File: config.mk
export PLATFORM = sky130hd
export DESIGN_NAME = sysarray_ctrl_flat
export DESIGN_NICKNAME = d
export VERILOG_FILES = /design/src/rtl/sysarray_ctrl_pkg.sv /design/src/rtl/sysarray_ctrl_if.sv /design/src/rtl/sysarray_ctrl_skew_line.sv /design/src/rtl/sysarray_ctrl.sv /design/src/flat_wrapper.sv
export SDC_FILE = /design/constraint.sdc
export NUM_CORES = 1
export LEC_CHECK = 0
export BUFFER_PORTS_ARGS = -buffer_cell sky130_fd_sc_hd__buf_2
export CORE_MARGIN = 2
export CORE_UTILIZATION = 50
export DETAILED_ROUTE_END_ITERATION = 8
export GPL_TIMING_DRIVEN = 0
export PLACE_DENSITY_LB_ADDON = 0.1
export SLEW_MARGIN = 5
export SYNTH_ARGS = -nofsm -noshare
export SYNTH_HDL_FRONTEND = slang
export SYNTH_SLANG_ARGS = --single-unit
File: constraint.sdc
create_clock -name clk -period 6.79 [get_ports clk]
set_input_delay 1.0185 -clock clk [delete_from_list [all_inputs] [get_ports clk]]
set_output_delay 1.0185 -clock clk [all_outputs]
set_load 0.005 [all_outputs]
File: src/rtl/sysarray_ctrl_pkg.sv
// Shared definitions for the systolic-array sequencer: FP lane width, neutral
// fill value, FSM encoding and drain-length helper.
package sysarray_ctrl_pkg;

  localparam int unsigned FP_W = 32;
  localparam logic [FP_W-1:0] FP_ZERO = 32'h00000000;

  typedef enum logic [2:0] {
    S_IDLE  = 3'd0,
    S_CLEAR = 3'd1,
    S_FEED  = 3'd2,
    S_DRAIN = 3'd3,
    S_DONE  = 3'd4
  } state_e;

  // Cycles spent in DRAIN so the last wavefront reaches PE(N-1,N-1) and settles
  function automatic int unsigned drain_len(input int unsigned n, input int unsigned pe_lat);
    return 2 * n + pe_lat - 1;
  endfunction

endpackage

File: src/rtl/sysarray_ctrl_if.sv
// Control, operand-buffer and array-edge signals of the systolic-array sequencer.
interface sysarray_ctrl_if #(
  parameter int unsigned N  = 4,
  parameter int unsigned KW = 16
);
  localparam int unsigned LW = N * sysarray_ctrl_pkg::FP_W;

  logic          start;
  logic [KW-1:0] k_len;
  logic          busy;
  logic          done;
  logic          res_valid;
  logic          pe_clr;
  logic          rd_en;
  logic [KW-1:0] rd_addr;
  logic [LW-1:0] rd_data_a;
  logic [LW-1:0] rd_data_b;
  logic [LW-1:0] left_o;
  logic [LW-1:0] up_o;

  modport master (
    output start, k_len, rd_data_a, rd_data_b,
    input  busy, done, res_valid, pe_clr, rd_en, rd_addr, left_o, up_o
  );

  modport slave (
    input  start, k_len, rd_data_a, rd_data_b,
    output busy, done, res_valid, pe_clr, rd_en, rd_addr, left_o, up_o
  );
endinterface

File: src/rtl/sysarray_ctrl_skew_line.sv
// DEPTH-stage 32-bit delay line with a per-stage valid bit; invalid stages read
// back as FP zero so the MAC sees a neutral operand.
module sysarray_ctrl_skew_line
  import sysarray_ctrl_pkg::*;
#(
  parameter int unsigned DEPTH = 1
) (
  input  logic            clk,
  input  logic            rst,
  input  logic            i_flush,
  input  logic            i_vld,
  input  logic [FP_W-1:0] i_data,
  output logic [FP_W-1:0] o_data
);

  logic [DEPTH-1:0][FP_W-1:0] r_data;
  logic [DEPTH-1:0]           r_vld;

  always_ff @(posedge clk or negedge rst) begin
    if (!rst) begin
      r_data <= '0;
      r_vld  <= '0;
    end else if (i_flush) begin
      r_data <= '0;
      r_vld  <= '0;
    end else begin
      r_data[0] <= i_data;
      r_vld[0]  <= i_vld;
      for (int i = 1; i < int'(DEPTH); i++) begin
        r_data[i] <= r_data[i-1];
        r_vld[i]  <= r_vld[i-1];
      end
    end
  end

  assign o_data = r_vld[DEPTH-1] ? r_data[DEPTH-1] : FP_ZERO;

endmodule

File: src/rtl/sysarray_ctrl.sv
// Sequencer for an N x N systolic MAC array: clears PEs, streams K operand
// slices with per-lane skew, waits for the wavefront to drain, then signals done.
module sysarray_ctrl
  import sysarray_ctrl_pkg::*;
#(
  parameter int unsigned N      = 4,
  parameter int unsigned KW     = 16,
  parameter int unsigned PE_LAT = 1
) (
  input  logic           clk,
  input  logic           rst,
  sysarray_ctrl_if.slave bus
);

  localparam int unsigned DRAIN = drain_len(N, PE_LAT);
  localparam int unsigned CW    = (DRAIN > 1) ? $clog2(DRAIN) : 1;
  localparam int unsigned LW    = N * FP_W;

  state_e        r_state, w_state_nxt;
  logic [KW-1:0] r_k, w_k_nxt;
  logic [KW-1:0] r_addr, w_addr_nxt;
  logic [CW-1:0] r_cnt, w_cnt_nxt;
  logic          r_busy, w_busy_nxt;
  logic          r_done, w_done_nxt;
  logic          r_pe_clr, w_pe_clr_nxt;
  logic          r_rd_en, w_rd_en_nxt;
  logic          r_rd_vld;
  logic          w_last_addr;
  logic [LW-1:0] w_left, w_up;

  assign w_last_addr = (r_addr == (r_k - KW'(1)));

  always_ff @(posedge clk or negedge rst) begin
    if (!rst) begin
      r_state  <= S_IDLE;
      r_k      <= '0;
      r_addr   <= '0;
      r_cnt    <= '0;
      r_busy   <= 1'b0;
      r_done   <= 1'b0;
      r_pe_clr <= 1'b0;
      r_rd_en  <= 1'b0;
      r_rd_vld <= 1'b0;
    end else begin
      r_state  <= w_state_nxt;
      r_k      <= w_k_nxt;
      r_addr   <= w_addr_nxt;
      r_cnt    <= w_cnt_nxt;
      r_busy   <= w_busy_nxt;
      r_done   <= w_done_nxt;
      r_pe_clr <= w_pe_clr_nxt;
      r_rd_en  <= w_rd_en_nxt;
      r_rd_vld <= r_rd_en;
    end
  end

  // Next state, counters and next-cycle output values
  always_comb begin
    w_state_nxt = r_state;
    w_k_nxt     = r_k;
    w_cnt_nxt   = r_cnt;
    w_addr_nxt  = '0;

    case (r_state)
      S_IDLE: begin
        if (bus.start) begin
          w_state_nxt = S_CLEAR;
          w_k_nxt     = bus.k_len;
        end
      end
      S_CLEAR: w_state_nxt = (r_k != '0) ? S_FEED : S_DONE;
      S_FEED: begin
        w_cnt_nxt = CW'(DRAIN - 1);
        if (w_last_addr) w_state_nxt = S_DRAIN;
      end
      S_DRAIN: begin
        if (r_cnt == '0) w_state_nxt = S_DONE;
        else             w_cnt_nxt   = r_cnt - CW'(1);
      end
      S_DONE:  w_state_nxt = S_IDLE;
      default: w_state_nxt = S_IDLE;
    endcase

    if (w_state_nxt == S_FEED && r_state == S_FEED) w_addr_nxt = r_addr + KW'(1);

    w_busy_nxt   = (w_state_nxt != S_IDLE);
    w_done_nxt   = (w_state_nxt == S_DONE);
    w_pe_clr_nxt = (w_state_nxt == S_CLEAR);
    w_rd_en_nxt  = (w_state_nxt == S_FEED);
  end

  // Lane i of each edge is delayed i extra cycles to form the diagonal wavefront
  for (genvar gi = 0; gi < int'(N); gi++) begin : g_lane
    sysarray_ctrl_skew_line #(.DEPTH(gi + 1)) u_skew_a (
      .clk    (clk),
      .rst    (rst),
      .i_flush(r_pe_clr),
      .i_vld  (r_rd_vld),
      .i_data (bus.rd_data_a[gi*FP_W +: FP_W]),
      .o_data (w_left[gi*FP_W +: FP_W])
    );
    sysarray_ctrl_skew_line #(.DEPTH(gi + 1)) u_skew_b (
      .clk    (clk),
      .rst    (rst),
      .i_flush(r_pe_clr),
      .i_vld  (r_rd_vld),
      .i_data (bus.rd_data_b[gi*FP_W +: FP_W]),
      .o_data (w_up[gi*FP_W +: FP_W])
    );
  end

  assign bus.busy      = r_busy;
  assign bus.done      = r_done;
  assign bus.res_valid = r_done;
  assign bus.pe_clr    = r_pe_clr;
  assign bus.rd_en     = r_rd_en;
  assign bus.rd_addr   = r_addr;
  assign bus.left_o    = w_left;
  assign bus.up_o      = w_up;

endmodule

File: src/flat_wrapper.sv
// flat-port wrapper written by rule: the top's interface ports become plain ports
module sysarray_ctrl_flat import sysarray_ctrl_pkg::*;
#(
  parameter int unsigned N      = 4,
  parameter int unsigned KW     = 16,
  parameter int unsigned PE_LAT = 1
)
  (clk, rst, bus_start, bus_k_len, bus_rd_data_a, bus_rd_data_b, bus_busy, bus_done, bus_res_valid, bus_pe_clr, bus_rd_en, bus_rd_addr, bus_left_o, bus_up_o);
  sysarray_ctrl_if #(.N(N), .KW(KW)) bus_i ();
  input  logic clk;
  input  logic rst;
  input wire logic [$bits(bus_i.start)-1:0] bus_start;
  input wire logic [$bits(bus_i.k_len)-1:0] bus_k_len;
  input wire logic [$bits(bus_i.rd_data_a)-1:0] bus_rd_data_a;
  input wire logic [$bits(bus_i.rd_data_b)-1:0] bus_rd_data_b;
  output wire logic [$bits(bus_i.busy)-1:0] bus_busy;
  output wire logic [$bits(bus_i.done)-1:0] bus_done;
  output wire logic [$bits(bus_i.res_valid)-1:0] bus_res_valid;
  output wire logic [$bits(bus_i.pe_clr)-1:0] bus_pe_clr;
  output wire logic [$bits(bus_i.rd_en)-1:0] bus_rd_en;
  output wire logic [$bits(bus_i.rd_addr)-1:0] bus_rd_addr;
  output wire logic [$bits(bus_i.left_o)-1:0] bus_left_o;
  output wire logic [$bits(bus_i.up_o)-1:0] bus_up_o;
  assign bus_i.start = bus_start;
  assign bus_i.k_len = bus_k_len;
  assign bus_i.rd_data_a = bus_rd_data_a;
  assign bus_i.rd_data_b = bus_rd_data_b;
  assign bus_busy = bus_i.busy;
  assign bus_done = bus_i.done;
  assign bus_res_valid = bus_i.res_valid;
  assign bus_pe_clr = bus_i.pe_clr;
  assign bus_rd_en = bus_i.rd_en;
  assign bus_rd_addr = bus_i.rd_addr;
  assign bus_left_o = bus_i.left_o;
  assign bus_up_o = bus_i.up_o;
  sysarray_ctrl #(.N(N), .KW(KW), .PE_LAT(PE_LAT)) u_core (.clk(clk), .rst(rst), .bus(bus_i));
endmodule
; ---- Yosys cells after proc, flatten, opt, wreduce, memory -nomap -nowiden
; Index checks and enable logic that the tools add are counted.
; W data, S select, Z words.
[totals]
reg_bits = 702
output_inout_bits = 277
elab_cells = 86
[classes]
addsub = 3
eq_ne = 8
mux = 31
reduce_logical = 8
[op_table]
columns = op, count
row1 = $mux W32, 10
row2 = $mux W128, 2
row3 = $mux W96, 2
row4 = $mux W64, 2
row5 = $mux W3, 7
row6 = $add A16 B1 Y16 const B, 1
row7 = $eq A16 B16 Y1, 1
row8 = $mux W16, 1
row9 = $reduce_bool A16 Y1, 1
row10 = $sub A16 B1 Y16 const B, 1
row11 = $pmux W3 S4, 1
row12 = $eq A3 B2 Y1 const B, 3
row13 = $mux W4, 2
row14 = $eq A3 B1 Y1 const B, 2
row15 = $logic_not A3 Y1, 2
row16 = $pmux W3 S2, 1
row17 = $mux W2, 2
row18 = $reduce_and A2 Y1, 2
row19 = $eq A3 B3 Y1 const B, 1
row20 = $reduce_bool A3 Y1, 1
row21 = $sub A3 B1 Y3 const B, 1
row22 = $ne A2 B2 Y1 const B, 1
row23 = $reduce_bool A2 Y1, 1
row24 = $logic_and A1 B1 Y1, 1
row25 = $mux W1, 1

; ---- Logic depth before layout (Yosys ltp)
[logic_depth]
ltp_word = 7
mapped_depth = 9
depth_no_buf = 8

; ---- Modules after synthesis
; A second synthesis with hierarchy kept.
[hier_totals]
hier_cells = 1905
hier_area_um2 = 25234.2
[by_module_without_submodules]
columns = mod, instances, cells_each, area_per_inst_um2, seq_area_each_um2
row1 = sysarray_ctrl_skew_line (u_core.g_lane[3].u_skew_a ...), 2, 313, 4430.5, 3303.2
row2 = sysarray_ctrl_skew_line (u_core.g_lane[2].u_skew_a ...), 2, 244, 3382.0, 2477.4
row3 = sysarray_ctrl_skew_line (u_core.g_lane[1].u_skew_a ...), 2, 174, 2342.2, 1651.6
row4 = sysarray_ctrl_skew_line (u_core.g_lane[0].u_skew_a ...), 2, 104, 1270.0, 825.8
row5 = sysarray_ctrl, 1, 235, 2384.8, 1076.0

; ---- Least setup slack after synthesis
; Ideal clock, no wire load.
[synth_path]
path_kind = register -> register
from = register u_core.r_k[0]
to = register u_core.r_addr[10] (netlist: u_core.bus.rd_addr[10])
setup_time_ps = 136
arrival_ps = 2465
t_required_ps = 6654
path_slack_ps = 4189
stages_incl_launch_ff = 10
period_less_slack_ps = 2601
path_cell_list = dfrtp_1 > inv_1 > ha_1 > nor2b_1 > a31oi_1 > or3_1 > or4_4 > nor4_4 > buf_6 > nor3_1
[synth_between]
elab_chain_len = 7
[synth_lines]
columns = item, line
row1 = from (decl), sysarray_ctrl.sv:20  ; logic [KW-1:0] r_k, w_k_nxt;
row2 = from (signal assigned), sysarray_ctrl.sv:46  ; r_k <= w_k_nxt;
row3 = $sub A16 B1 Y16, sysarray_ctrl.sv:31  ; assign w_last_addr = (r_addr == (r_k - KW'(1)));
row4 = $eq A16 B16 Y1, sysarray_ctrl.sv:31
row5 = $mux W3, sysarray_ctrl.sv:74  ; if (w_last_addr) w_state_nxt = S_DRAIN;
row6 = $pmux W3 S4 *, sysarray_ctrl.sv:64  ; case (r_state)
row7 = $eq A3 B2 Y1 *, sysarray_ctrl.sv:84  ; if (w_state_nxt == S_FEED && r_state == S_FEED) w_addr_nxt = r_addr + KW'(1);
row8 = $logic_and A1 B1 Y1 *, sysarray_ctrl.sv:84
row9 = $mux W16 *, sysarray_ctrl.sv:84
row10 = net u_core.w_addr_nxt[10], sysarray_ctrl.sv:21  ; logic [KW-1:0] r_addr, w_addr_nxt;
row11 = to (signal assigned), sysarray_ctrl.sv:47  ; r_addr <= w_addr_nxt;
row12 = to (decl), sysarray_ctrl.sv:21
; Mark *: on every way through the listed nets, which the timed path passes. The rest lies on a longest branch.
; A chain may end at the register's enable or synchronous reset.

==> results.yml <==
status:
  status: "finished clean"
logic_synthesis:
  syn_area_per_cell_um2: 13.10
  synth_cells: 1872
  yosysSeqAreaShare_pct: 70.11
  ys_warn_count: 0
  ys_ff_latch: 687
  ys.flop_type: "dfrtp_1"
  synth_edf_count: 0
  ys_types: 47
  syn_nets: 2151
  synthArstFlopShare_pct: 100.0
  synth_area_um2: 24520
placed_design:
  dp_worst_setup_slack_ns: 3.706
  place.detailed.hpwl_um: 41820
  gp_congestion: 0.8620
  io_buffers: 551
floorplan:
  die_h_um: 225.5
  floorplan.rows: 81
  pin_count: 552
  initial_core_util_pct: 50.41
  fp.coreArea_um2: 48650
  die_w_um: 225.5
  dieArea_um2: 50830
critical_path:
  r2r-start: "u_core.r_state[2]"
  crit_path_max_incr_delay_ns: 0.57
  endpoint: "bus_left_o[0]"
  crit_slowest_cell: "clkbuf_1"
  required_ns: 5.77
  critPathLaunchType: "register"
  crit_arrival_ns: 2.42
  crit_top_cell: "clkbuf_1"
  crit_chain: "clkbuf_1, clkbuf_1, and2_1, buf_2"
  reg2reg_slack_ns: 3.67
  path_class: "reg2out"
  crit_start: "u_core.g_lane[1].u_skew_a.r_vld[0]"
  cp_max_fo: 10
  cp-end-kind: "primary output"
  regToRegEndpoint: "u_core.bus.rd_addr[7]"
  r2r_cells: 8
sta:
  tns_ns: 0
  final_max_slew_viol_count: 0
  max_freq_ghz: 0.2912
  worst_pin_slew_ns: 0.8449
  grt_setup_unrepaired: "no"
  relSlewSlack_pct: 43.67
  setup_violations: 0
  fin_ws_ns: 3.356
  period_share_pct: 50.58
  fin_crit_ns: 3.435
  fin_hold_ws_ns: 0.3875
  fin_worst_skew_ns: 0.01592
  hold_violations: 0
power:
  p_per_area_nw_per_um2: 383.5
  swShare_pct: 27.77
  total_power_mw: 11.77
  clkPwrFrac_pct: 33.8
  sequentialPowerShare_pct: 43.7
  vdd_drop_max_v: 0.0002407
  intPower_mw: 8.499
  p_sw_mw: 3.268
  combPwrFrac_pct: 22.6
  p_leak_nw: 15.00
routing:
  avgRoutedWirePerCell_um: 17.83
  via_per_inst: 4.659
  drtAntennaViolNets: 0
  dr.pass1.iters: 4
  vias: 14842
  drt_iter0_drc: 747
  wirelength_um: 56800
  drc_errors: 0
clock_tree:
  htreeDepth: 3
  cts.clk_slew.worst_paths_ns: 0.06
  numCtsBuffers: 71
  clock_latency_ns: 0.58
  hold_buffers: 0
  post_cts_buffers: 0
  clk_path_buf_depth: 3
  cts_resized: 0
  clockRootBuffer: "clkbuf_16"
  cts_tree: "done"
  clkSinkCount: 687
grt:
  first_global_vias: 15181
  grt.overflow.total: 0
  track_usage_pct: 22.46
  antenna_found_initial: 20
  grt_max_degree: 127
  grt_pass1_wl_um: 84970
run:
  drv_cap: 0
layout:
  finalNetCount: 2780
  post-route-util_pct: 63.07
  syn_to_final_growth_pct: 25.11
  drive_gt1_share_pct: 27.26
worst_hold_path:
  min_path_type: "in2async"
-- power by group through the flow --
stage	clock, mW	sequential [mW]	combinational, mW
after global routing	4.24	5.23	2.97
after CTS	4.07	5.14	2.71
final	3.97	5.14	2.65
after detailed placement	0	5.21	2.69
after floorplan	0	5.12	1.47
after global placement	0	5.20	2.63
-- registers in the layout, indices dropped and copies added, names as in the netlist --
signal,flops
u_core.g_lane.u_skew_a.r_data,320
u_core.g_lane.u_skew_b.r_data,320
u_core.bus.rd_addr,16
u_core.r_k,16
u_core.g_lane.u_skew_a.r_vld,4
u_core.r_cnt,3
u_core.r_state,3
u_core.bus.busy,1
u_core.bus.done,1
u_core.bus.pe_clr,1
u_core.bus.rd_en,1
u_core.r_rd_vld,1
-- critical path, delay by kind of cell, from the launching register on --
family	cells	cell delay, ns
simple gates	1	0.27
flops	1	0.36
buf+inv	3	1.19
-- layout by cell type, fill, tap and decap left out, types with 3 or more instances in the layout --
cell type,n
dfrtp_1,687
bufinv_16,5
clkbuf_8,18
ha_1,4
or3_1,3
inv_1,6
nand2b_1,4
and2_1,256
diode_2,11
and3_1,8
nand3_1,6
nor4_1,4
clkinv_2,10
clkbuf_16,76
nor2_1,5
nand4_1,5
o21ai_0,7
mux2_2,13
a21oi_1,5
nand2_1,14
nor2b_1,647
clkbuf_1,119
xnor2_1,18
buf_2,550
nor3_1,20
xor2_1,18
buf_16,5
-- metrics by stage --
| step | instances | cell area [um2] |
|---|---|---|
| after detailed placement | 3050 | 28200 |
| after global routing | 3183 | 30670 |
| after CTS | 3175 | 30650 |
| final | 3186 | 30680 |
| after global placement | 3045 | 28060 |
| after floorplan | 1872 | 24520 |
-- cells by family after synthesis --
kind of cell | Yosys count | share of synthesized area, %
AOI/OAI and AO/OA | 23 | 0.6022
xor gates and xnor gates | 36 | 1.286
adders and majority gates | 4 | 0.2041
buffers and inverters | 117 | 1.837
DFF | 687 | 70.11
muxes | 14 | 0.6888
and+or+nand+nor | 991 | 25.27
-- final cells by class --
cell class | count | area [um2]
Antenna cell | 11 | 27.53
Buffer | 111 | 427.9
Clock buffer | 104 | 2187
Clock inverter | 21 | 260.3
Fill cell | 3863 | 17970
Inverter | 6 | 22.52
Multi-Input combinational cell | 1068 | 6879
Sequential cell | 687 | 17190
Tap cell | 622 | 778.2
Timing Repair Buffer | 556 | 2905
-- synth_stat cells (2+ instances only) --
master / instances / area (um2)
nand3b_1: 2 / 15.01
and3_1: 8 / 50.05
nand2_1: 14 / 52.55
mux2_2: 13 / 146.4
xnor2_1: 18 / 157.7
ha_1: 4 / 50.05
clkbuf_1: 109 / 409.1
or4_1: 2 / 15.01
or3_1: 3 / 18.77
nor2b_1: 647 / 4048
nor2_1: 5 / 18.77
nand2b_1: 4 / 25.02
nand4_1: 5 / 31.28
o21ai_0: 7 / 35.03
nand3_1: 6 / 30.03
nor3_1: 20 / 100.1
and3b_1: 2 / 17.52
or4_4: 2 / 22.52
nor4_1: 4 / 25.02
a311oi_1: 2 / 17.52
nor4_4: 2 / 42.54
and2_1: 256 / 1602
xor2_1: 18 / 157.7
a21oi_1: 5 / 25.02
dfrtp_1: 687 / 17190
inv_1: 6 / 22.52
-- how the worst min path moves through the flow --
stage	depth (start not counted)	startpoint	endpoint
after global routing	0	u_core.bus.rd_en	u_core.r_rd_vld
after global placement	0	u_core.bus.rd_en	u_core.r_rd_vld
after CTS	1	rst	u_core.g_lane[0].u_skew_a.r_data[12]
after detailed placement	0	u_core.bus.rd_en	u_core.r_rd_vld
final	1	rst	u_core.g_lane[0].u_skew_a.r_data[12]
after floorplan	0	u_core.bus.rd_en	u_core.r_rd_vld
-- routing by layer --
layer	share of wire (%)	up-vias	track usage, %
met5	0.20	-	0
met4	3.5	18	9.742
met3	8.1	116	7.171
met2	49	445	37.55
met1	39	7262	26.77
li1	-	7001	-
Power figures use the tool's default switching activity.
